===== src/rtl/fp_mul_arbiter_if.sv =====
// Bundle between requesters, the shared product unit and fp_mul_arbiter.
// Ports (seen from the arbiter, modport slave):
//   i_req_valid/i_req_a/i_req_b : per-requester operand pair and valid
//   o_req_ready                 : one-hot combinational grant
//   o_mul_a/o_mul_b/o_mul_valid : registered job to the product unit
//   i_mul_prod                  : product, MUL_LAT cycles after o_mul_valid
//   o_rsp_valid/o_rsp_data      : one-hot response strobe and shared product
//   o_busy                      : combinational, any job in flight
interface fp_mul_arbiter_if #(
    parameter int unsigned N_REQ    = 4,
    parameter int unsigned NB_INPUT = 13,
    parameter int unsigned NB_PROD  = 24
);
    logic [N_REQ-1:0]          i_req_valid;
    logic [N_REQ*NB_INPUT-1:0] i_req_a;
    logic [N_REQ*NB_INPUT-1:0] i_req_b;
    logic [N_REQ-1:0]          o_req_ready;
    logic [NB_INPUT-1:0]       o_mul_a;
    logic [NB_INPUT-1:0]       o_mul_b;
    logic                      o_mul_valid;
    logic [NB_PROD-1:0]        i_mul_prod;
    logic [N_REQ-1:0]          o_rsp_valid;
    logic [NB_PROD-1:0]        o_rsp_data;
    logic                      o_busy;

    // Environment side: requesters plus product unit.
    modport master (
        output i_req_valid, i_req_a, i_req_b, i_mul_prod,
        input  o_req_ready, o_mul_a, o_mul_b, o_mul_valid,
               o_rsp_valid, o_rsp_data, o_busy
    );

    // Arbiter side.
    modport slave (
        input  i_req_valid, i_req_a, i_req_b, i_mul_prod,
        output o_req_ready, o_mul_a, o_mul_b, o_mul_valid,
               o_rsp_valid, o_rsp_data, o_busy
    );
endinterface


===== src/rtl/fp_mul_arbiter.sv =====
// Round-robin arbiter/sequencer sharing one pipelined product unit between
// N_REQ requesters. One operand pair is accepted per cycle, issued through a
// register stage, tracked by a MUL_LAT-deep tag pipeline and returned to its
// requester with a one-hot response strobe.
// Ports:
//   clock   : rising-edge clock
//   i_reset : synchronous, active-high reset
//   bus     : fp_mul_arbiter_if.slave (request, product-unit, response)
module fp_mul_arbiter #(
    parameter int unsigned N_REQ    = 4,
    parameter int unsigned NB_INPUT = 13,
    parameter int unsigned NB_PROD  = 24,
    parameter int unsigned MUL_LAT  = 1
) (
    input  logic              clock,
    input  logic              i_reset,
    fp_mul_arbiter_if.slave   bus
);
    localparam int unsigned IDW = $clog2(N_REQ);
    // One extra bit so ptr + offset never overflows before the wrap.
    localparam int unsigned CW  = IDW + 1;

    logic [IDW-1:0]      ptr_q, ptr_d;
    logic                mul_valid_q, mul_valid_d;
    logic [NB_INPUT-1:0] mul_a_q, mul_a_d;
    logic [NB_INPUT-1:0] mul_b_q, mul_b_d;
    logic [IDW-1:0]      issue_id_q, issue_id_d;
    logic [MUL_LAT-1:0]  tag_vld_q, tag_vld_d;
    logic [IDW-1:0]      tag_id_q [MUL_LAT];
    logic [IDW-1:0]      tag_id_d [MUL_LAT];
    logic [N_REQ-1:0]    rsp_valid_q, rsp_valid_d;
    logic [NB_PROD-1:0]  rsp_data_q, rsp_data_d;

    logic [N_REQ-1:0]    grant_c;
    logic [IDW-1:0]      grant_id_c;
    logic                transfer_c;
    logic                found_c;
    logic [CW-1:0]       cand_c;

    // Rotating priority search starting at the pointer.
    always_comb begin
        grant_c    = '0;
        grant_id_c = '0;
        found_c    = 1'b0;
        cand_c     = '0;
        for (int unsigned i = 0; i < N_REQ; i++) begin
            cand_c = CW'(ptr_q) + CW'(i);
            if (cand_c >= CW'(N_REQ)) begin
                cand_c = cand_c - CW'(N_REQ);
            end
            if (!found_c && bus.i_req_valid[cand_c[IDW-1:0]]) begin
                grant_c[cand_c[IDW-1:0]] = 1'b1;
                grant_id_c               = cand_c[IDW-1:0];
                found_c                  = 1'b1;
            end
        end
    end

    // Grant bits are only ever set on valid requesters, so any grant is a transfer.
    assign transfer_c = |grant_c;

    // Pointer, issue stage, tag pipeline and response stage next-state.
    always_comb begin
        ptr_d       = ptr_q;
        mul_valid_d = transfer_c;
        mul_a_d     = mul_a_q;
        mul_b_d     = mul_b_q;
        issue_id_d  = issue_id_q;
        tag_vld_d   = '0;
        for (int unsigned i = 0; i < MUL_LAT; i++) begin
            tag_id_d[i] = '0;
        end
        rsp_valid_d = '0;
        rsp_data_d  = rsp_data_q;

        if (transfer_c) begin
            ptr_d      = (grant_id_c == IDW'(N_REQ - 1)) ? '0 : grant_id_c + IDW'(1);
            mul_a_d    = bus.i_req_a[grant_id_c * NB_INPUT +: NB_INPUT];
            mul_b_d    = bus.i_req_b[grant_id_c * NB_INPUT +: NB_INPUT];
            issue_id_d = grant_id_c;
        end

        // Tags follow the issued job; the last entry lines up with i_mul_prod.
        tag_vld_d[0] = mul_valid_q;
        tag_id_d[0]  = issue_id_q;
        for (int unsigned i = 1; i < MUL_LAT; i++) begin
            tag_vld_d[i] = tag_vld_q[i-1];
            tag_id_d[i]  = tag_id_q[i-1];
        end

        if (tag_vld_q[MUL_LAT-1]) begin
            for (int unsigned k = 0; k < N_REQ; k++) begin
                rsp_valid_d[k] = (tag_id_q[MUL_LAT-1] == IDW'(k));
            end
            rsp_data_d = bus.i_mul_prod;
        end
    end

    // State registers; reset discards every in-flight tag.
    always_ff @(posedge clock) begin
        if (i_reset) begin
            ptr_q       <= '0;
            mul_valid_q <= 1'b0;
            mul_a_q     <= '0;
            mul_b_q     <= '0;
            issue_id_q  <= '0;
            tag_vld_q   <= '0;
            for (int unsigned i = 0; i < MUL_LAT; i++) begin
                tag_id_q[i] <= '0;
            end
            rsp_valid_q <= '0;
            rsp_data_q  <= '0;
        end else begin
            ptr_q       <= ptr_d;
            mul_valid_q <= mul_valid_d;
            mul_a_q     <= mul_a_d;
            mul_b_q     <= mul_b_d;
            issue_id_q  <= issue_id_d;
            tag_vld_q   <= tag_vld_d;
            for (int unsigned i = 0; i < MUL_LAT; i++) begin
                tag_id_q[i] <= tag_id_d[i];
            end
            rsp_valid_q <= rsp_valid_d;
            rsp_data_q  <= rsp_data_d;
        end
    end

    assign bus.o_req_ready = grant_c;
    assign bus.o_mul_a     = mul_a_q;
    assign bus.o_mul_b     = mul_b_q;
    assign bus.o_mul_valid = mul_valid_q;
    assign bus.o_rsp_valid = rsp_valid_q;
    assign bus.o_rsp_data  = rsp_data_q;
    assign bus.o_busy      = mul_valid_q | (|tag_vld_q) | (|rsp_valid_q);

endmodule


===== src/flat_wrapper.sv =====
// flat-port wrapper written by rule: the top's interface ports become plain ports
module fp_mul_arbiter_flat 
#(
    parameter int unsigned N_REQ    = 4,
    parameter int unsigned NB_INPUT = 13,
    parameter int unsigned NB_PROD  = 24,
    parameter int unsigned MUL_LAT  = 1
)
  (clock, i_reset, bus_i_req_valid, bus_i_req_a, bus_i_req_b, bus_i_mul_prod, bus_o_req_ready, bus_o_mul_a, bus_o_mul_b, bus_o_mul_valid, bus_o_rsp_valid, bus_o_rsp_data, bus_o_busy);
  fp_mul_arbiter_if #(.N_REQ(N_REQ), .NB_INPUT(NB_INPUT), .NB_PROD(NB_PROD)) bus_i ();
  input  logic clock;
  input  logic i_reset;
  input wire logic [$bits(bus_i.i_req_valid)-1:0] bus_i_req_valid;
  input wire logic [$bits(bus_i.i_req_a)-1:0] bus_i_req_a;
  input wire logic [$bits(bus_i.i_req_b)-1:0] bus_i_req_b;
  input wire logic [$bits(bus_i.i_mul_prod)-1:0] bus_i_mul_prod;
  output wire logic [$bits(bus_i.o_req_ready)-1:0] bus_o_req_ready;
  output wire logic [$bits(bus_i.o_mul_a)-1:0] bus_o_mul_a;
  output wire logic [$bits(bus_i.o_mul_b)-1:0] bus_o_mul_b;
  output wire logic [$bits(bus_i.o_mul_valid)-1:0] bus_o_mul_valid;
  output wire logic [$bits(bus_i.o_rsp_valid)-1:0] bus_o_rsp_valid;
  output wire logic [$bits(bus_i.o_rsp_data)-1:0] bus_o_rsp_data;
  output wire logic [$bits(bus_i.o_busy)-1:0] bus_o_busy;
  assign bus_i.i_req_valid = bus_i_req_valid;
  assign bus_i.i_req_a = bus_i_req_a;
  assign bus_i.i_req_b = bus_i_req_b;
  assign bus_i.i_mul_prod = bus_i_mul_prod;
  assign bus_o_req_ready = bus_i.o_req_ready;
  assign bus_o_mul_a = bus_i.o_mul_a;
  assign bus_o_mul_b = bus_i.o_mul_b;
  assign bus_o_mul_valid = bus_i.o_mul_valid;
  assign bus_o_rsp_valid = bus_i.o_rsp_valid;
  assign bus_o_rsp_data = bus_i.o_rsp_data;
  assign bus_o_busy = bus_i.o_busy;
  fp_mul_arbiter #(.N_REQ(N_REQ), .NB_INPUT(NB_INPUT), .NB_PROD(NB_PROD), .MUL_LAT(MUL_LAT)) u_core (.clock(clock), .i_reset(i_reset), .bus(bus_i));
endmodule

===== config.mk =====
export PLATFORM = sky130hd
export DESIGN_NAME = fp_mul_arbiter_flat
export DESIGN_NICKNAME = d
export VERILOG_FILES = /design/src/rtl/fp_mul_arbiter_if.sv /design/src/rtl/fp_mul_arbiter.sv /design/src/flat_wrapper.sv
export SDC_FILE = /design/constraint.sdc
export NUM_CORES = 1
export LEC_CHECK = 0
export CORE_ASPECT_RATIO = 0.5
export CORE_MARGIN = 2
export CORE_UTILIZATION = 38
export CTS_CLUSTER_DIAMETER = 120
export DETAILED_ROUTE_END_ITERATION = 10
export PLACE_DENSITY = 0.74
export SLEW_MARGIN = 0
export SYNTH_ARGS = -nofsm -noshare
export SYNTH_HDL_FRONTEND = slang
export SYNTH_SLANG_ARGS = --single-unit

===== constraint.sdc =====
create_clock -name clock -period 3 [get_ports clock]
set_input_delay 0.9 -clock clock [delete_from_list [all_inputs] [get_ports clock]]
set_output_delay 0.9 -clock clock [all_outputs]
set_load 0.01 [all_outputs]

==> results.rst <==
.. list-table::
   :header-rows: 1

   * - Metric
     - Value
   * - Antenna violations before repair
     - 0
   * - H-tree depth
     - 3
   * - Total of warnings raised by yosys
     - 0
   * - Placement Setup Slack
     - -0.954 ns
   * - Tmin final
     - 3.17 ns
   * - Sink Count
     - 62
   * - F_max
     - 315 MHz
   * - Area taken by flip-flops and latches
     - 0.00124 mm^2
   * - Register clock-pin slew on the reported worst setup and hold paths
     - 0.05 ns
   * - WL final
     - 15200 um
   * - DPL Wire Length
     - 10400 um
   * - Part of the Yosys area used for sequential elements
     - 29.2%
   * - Power density cells
     - 933 mW/mm^2
   * - Share of the clock period used by the worst path
     - 106%
   * - Busiest layer in global routing
     - met2
   * - Full die area
     - 0.0121 mm^2
   * - Number of diodes added for antenna fixing
     - 0
   * - Instance count of the mapped netlist
     - 470
   * - Most instantiated flip-flop cell in the synthesis netlist
     - sky130_fd_sc_hd__dfxtp_1
   * - Largest net degree at the start of global routing
     - 87
   * - Worst-case hold slack
     - 0.458 ns
   * - Vias
     - 4977
   * - Master cell of the clock root buffer
     - sky130_fd_sc_hd__clkbuf_16
   * - Maximum number of buffers from clock root to sink
     - 2
   * - GRT Overall Usage
     - 24.1%
   * - Buffers and inverters on the worst path
     - 4
   * - Area of the multi-input gates
     - 0.00281 mm^2
   * - Arrival time at the worst endpoint
     - 2.27 ns
   * - Required time of the critical path
     - 2.10 ns
   * - Global routing met3 resource utilization
     - 5.08%
   * - Initial standard-cell utilization of the core
     - 38.8%
   * - IO Count
     - 194
   * - Netlist cell types
     - 44
   * - Number of I/O port buffers
     - 193
   * - Crit-path cells
     - buf_8, mux4_2, buf_6, buf_6, nor2b_4, a221o_1, o21ai_2, nand2_1, buf_2
   * - VDD IR max
     - 0.499 mV
   * - Number of buffers added by the clock tree synthesis step
     - 9
   * - Total Negative Setup Slacks
     - -0.479 ns
   * - Cell repeated most along the worst path
     - sky130_fd_sc_hd__buf_6
   * - Cell type of the slowest stage on the worst timing path
     - sky130_fd_sc_hd__mux4_2
   * - Post-layout util
     - 63.9%
   * - Die Y-Extent
     - 78.8 um
   * - Synthesized Nets
     - 611
   * - Global route overflow
     - 0
   * - Status
     - finished with violations
   * - Fillers
     - 925
   * - Met1 global-route usage
     - 30.8%
   * - Failing checks
     - setup timing
   * - Post-synth design cell area
     - 0.00425 mm^2
   * - Total number of placement rows
     - 27
   * - Crit Path Category
     - in2out
   * - Width of the die
     - 154 um
   * - Async set or reset register ratio after synthesis
     - 0%
   * - Average detailed-routed wire length per instance
     - 18.6 um
   * - Pin slew with the least headroom to its limit
     - 0.621 ns
   * - Number of flops mapped to enable cells by yosys
     - 0
   * - Post-route DRC violation count
     - 0
   * - Number of search-and-repair iterations in the first detailed-routing pass
     - 6
   * - Iter 0 DRT Violations
     - 446
   * - Setup repair after global routing missed its margin
     - true
   * - Fraction of layout instances using a drive strength above 1
     - 14.9%
   * - Per-instance average area after synthesis
     - 9.04 um^2
   * - Remaining number of nets flagged by the antenna check after routing
     - 0
   * - Max-Slew Margin vs Limit
     - 58.6%
   * - FF+latch count, synth
     - 62
   * - Kind of end point of the critical path
     - output port
   * - Met2 usage in global routing
     - 41.1%
   * - Top Family by Delay on Critical Path
     - buffers and inverters
   * - Wire length of the first global-routing pass
     - 24100 um
   * - Setup violation total in the final timing report
     - 4
   * - Type of the tightest min-delay check
     - reg2reg
   * - Skew final
     - 0.00423 ns
   * - Detail-routed via count per cell
     - 6.08
   * - Net count, final
     - 809
   * - Static leakage
     - 2.58 nW
   * - Critical Path Fanout Max
     - 6
   * - MaxCap Viol Count
     - 0
   * - CP startpoint kind
     - primary input
   * - Routability Congestion
     - 0.844
   * - Synthesis-to-finish area growth
     - 64.8%
   * - Core region area
     - 0.0109 mm^2
   * - Fin. Hold Viols
     - 0
   * - Clock insertion delay at the later pin of the skew report
     - 0.34 ns
   * - Vias in the first global route
     - 4686
   * - Max Slew Vio Count
     - 0
   * - TritonCTS clock tree
     - built
   * - Setup slack after layout
     - -0.173 ns
   * - Delay contributed by the slowest stage of the critical path
     - 0.48 ns
[flip-flops by register name, summed over array words and instances, names as in the netlist]
register	cells
u_core.tag_id_q	2
u_core.bus.o_rsp_valid	4
u_core.ptr_q	2
u_core.bus.o_rsp_data	24
u_core.bus.o_mul_valid	1
u_core.tag_vld_q	1
u_core.issue_id_q	2
u_core.bus.o_mul_a	13
u_core.bus.o_mul_b	13
[layout by cell type (no fill, tap or decap), types with 3 or more instances in the layout]
master / Yosys / final
sky130_fd_sc_hd__a21o_1: 4 / 4
sky130_fd_sc_hd__a21oi_1: 7 / 6
sky130_fd_sc_hd__a2bb2oi_2: 0 / 3
sky130_fd_sc_hd__a32o_1: 104 / 104
sky130_fd_sc_hd__buf_12: 0 / 9
sky130_fd_sc_hd__buf_2: 18 / 5
sky130_fd_sc_hd__buf_4: 1 / 41
sky130_fd_sc_hd__buf_6: 1 / 6
sky130_fd_sc_hd__clkbuf_16: 0 / 9
sky130_fd_sc_hd__clkdlybuf4s50_1: 0 / 184
sky130_fd_sc_hd__dfxtp_1: 62 / 61
sky130_fd_sc_hd__ha_1: 7 / 6
sky130_fd_sc_hd__inv_1: 6 / 6
sky130_fd_sc_hd__mux2i_1: 30 / 30
sky130_fd_sc_hd__mux4_2: 3 / 3
sky130_fd_sc_hd__nand2_1: 6 / 6
sky130_fd_sc_hd__nand3b_1: 3 / 3
sky130_fd_sc_hd__nor2_1: 33 / 32
sky130_fd_sc_hd__nor2b_1: 6 / 5
sky130_fd_sc_hd__nor3_1: 53 / 53
sky130_fd_sc_hd__nor3b_1: 3 / 3
sky130_fd_sc_hd__o31ai_1: 26 / 26
sky130_fd_sc_hd__or2_2: 3 / 3
sky130_fd_sc_hd__or3b_1: 26 / 26
[final cells by class]
type	instances	area share, %
well taps	145	2.59
clock inverters	7	1.04
inverters	7	0.376
clock buffers	9	3.22
multi-input cells	342	40.1
repair buffers	246	34.8
flip-flops and latches	62	17.8
[layer usage]
layer / wire length [um] / share of wire [%]
met1: 6400 / 42
met5: 0 / 0
met3: 1050 / 6.9
met4: 282 / 1.9
met2: 7460 / 49
[power breakdown]
part / internal, mW / switching (mW)
clock network: 0.645 / 0.406
registers: 1.05 / 0.107
logic: 2.16 / 2.16
[logic make-up after synthesis]
logic type / synth area share [%]
mux: 9.19
fa+ha+maj: 2.06
flops: 29.2
compound gates: 33.1
simple gates: 19.7
buf+inv: 6.75
[synth_stat cells (4+ instances only)]
cell / count / area (um^2)
sky130_fd_sc_hd__nor3_1: 53 / 265
sky130_fd_sc_hd__a21oi_1: 7 / 35.0
sky130_fd_sc_hd__o31ai_1: 26 / 195
sky130_fd_sc_hd__a21o_1: 4 / 30.0
sky130_fd_sc_hd__mux2i_1: 30 / 300
sky130_fd_sc_hd__inv_1: 6 / 22.5
sky130_fd_sc_hd__or3b_1: 26 / 228
sky130_fd_sc_hd__nand2_1: 6 / 22.5
sky130_fd_sc_hd__buf_2: 18 / 90.1
sky130_fd_sc_hd__nor2_1: 33 / 124
sky130_fd_sc_hd__nor2b_1: 6 / 37.5
sky130_fd_sc_hd__ha_1: 7 / 87.6
sky130_fd_sc_hd__a32o_1: 104 / 1040
sky130_fd_sc_hd__clkbuf_1: 37 / 139
sky130_fd_sc_hd__dfxtp_1: 62 / 1240
[path summary, 6_finish.rpt]
| kind | from | end | slack, ns | cells past startpoint |
|---|---|---|---|---|
| worst min register to register | u_core.tag_id_q[0][0] | u_core.bus.o_rsp_valid[1] | 0.46 | 2 |
| worst min-delay path | u_core.tag_id_q[0][0] | u_core.bus.o_rsp_valid[1] | 0.46 | 2 |
| worst max register to register | u_core.ptr_q[0] | u_core.bus.o_mul_b[6] | 0.20 | 11 |
| worst max-delay path | bus_i_req_valid[2] | bus_o_req_ready[2] | -0.17 | 9 |
[tightest hold or removal path, cell delays in order (launching register included)]
cell,delay [ns]
sky130_fd_sc_hd__dfxtp_1,0.32
sky130_fd_sc_hd__nand2_1,0.06
sky130_fd_sc_hd__nor2_1,0.03
[repair_timing]
action | in CTS | in global routing
endpoints found under the setup margin | 35 | 35
gates cloned | 1 | 0
hold buffers | 0 | 0
pin swaps | 6 | 1
buffers inserted | 3 | 1
gates resized for setup | 47 | 4
[stage by stage]
step	cells	power, mW	cell area (um^2)
3_5_place_dp	797	5.31	6600
6_report	818	6.53	7000
5_1_grt	818	6.93	7000
2_1_floorplan	470	3.64	4290
4_1_cts	817	6.46	6970
3_3_place_gp	797	5.25	6600
Note: power is estimated with default switching activity, not from simulation.
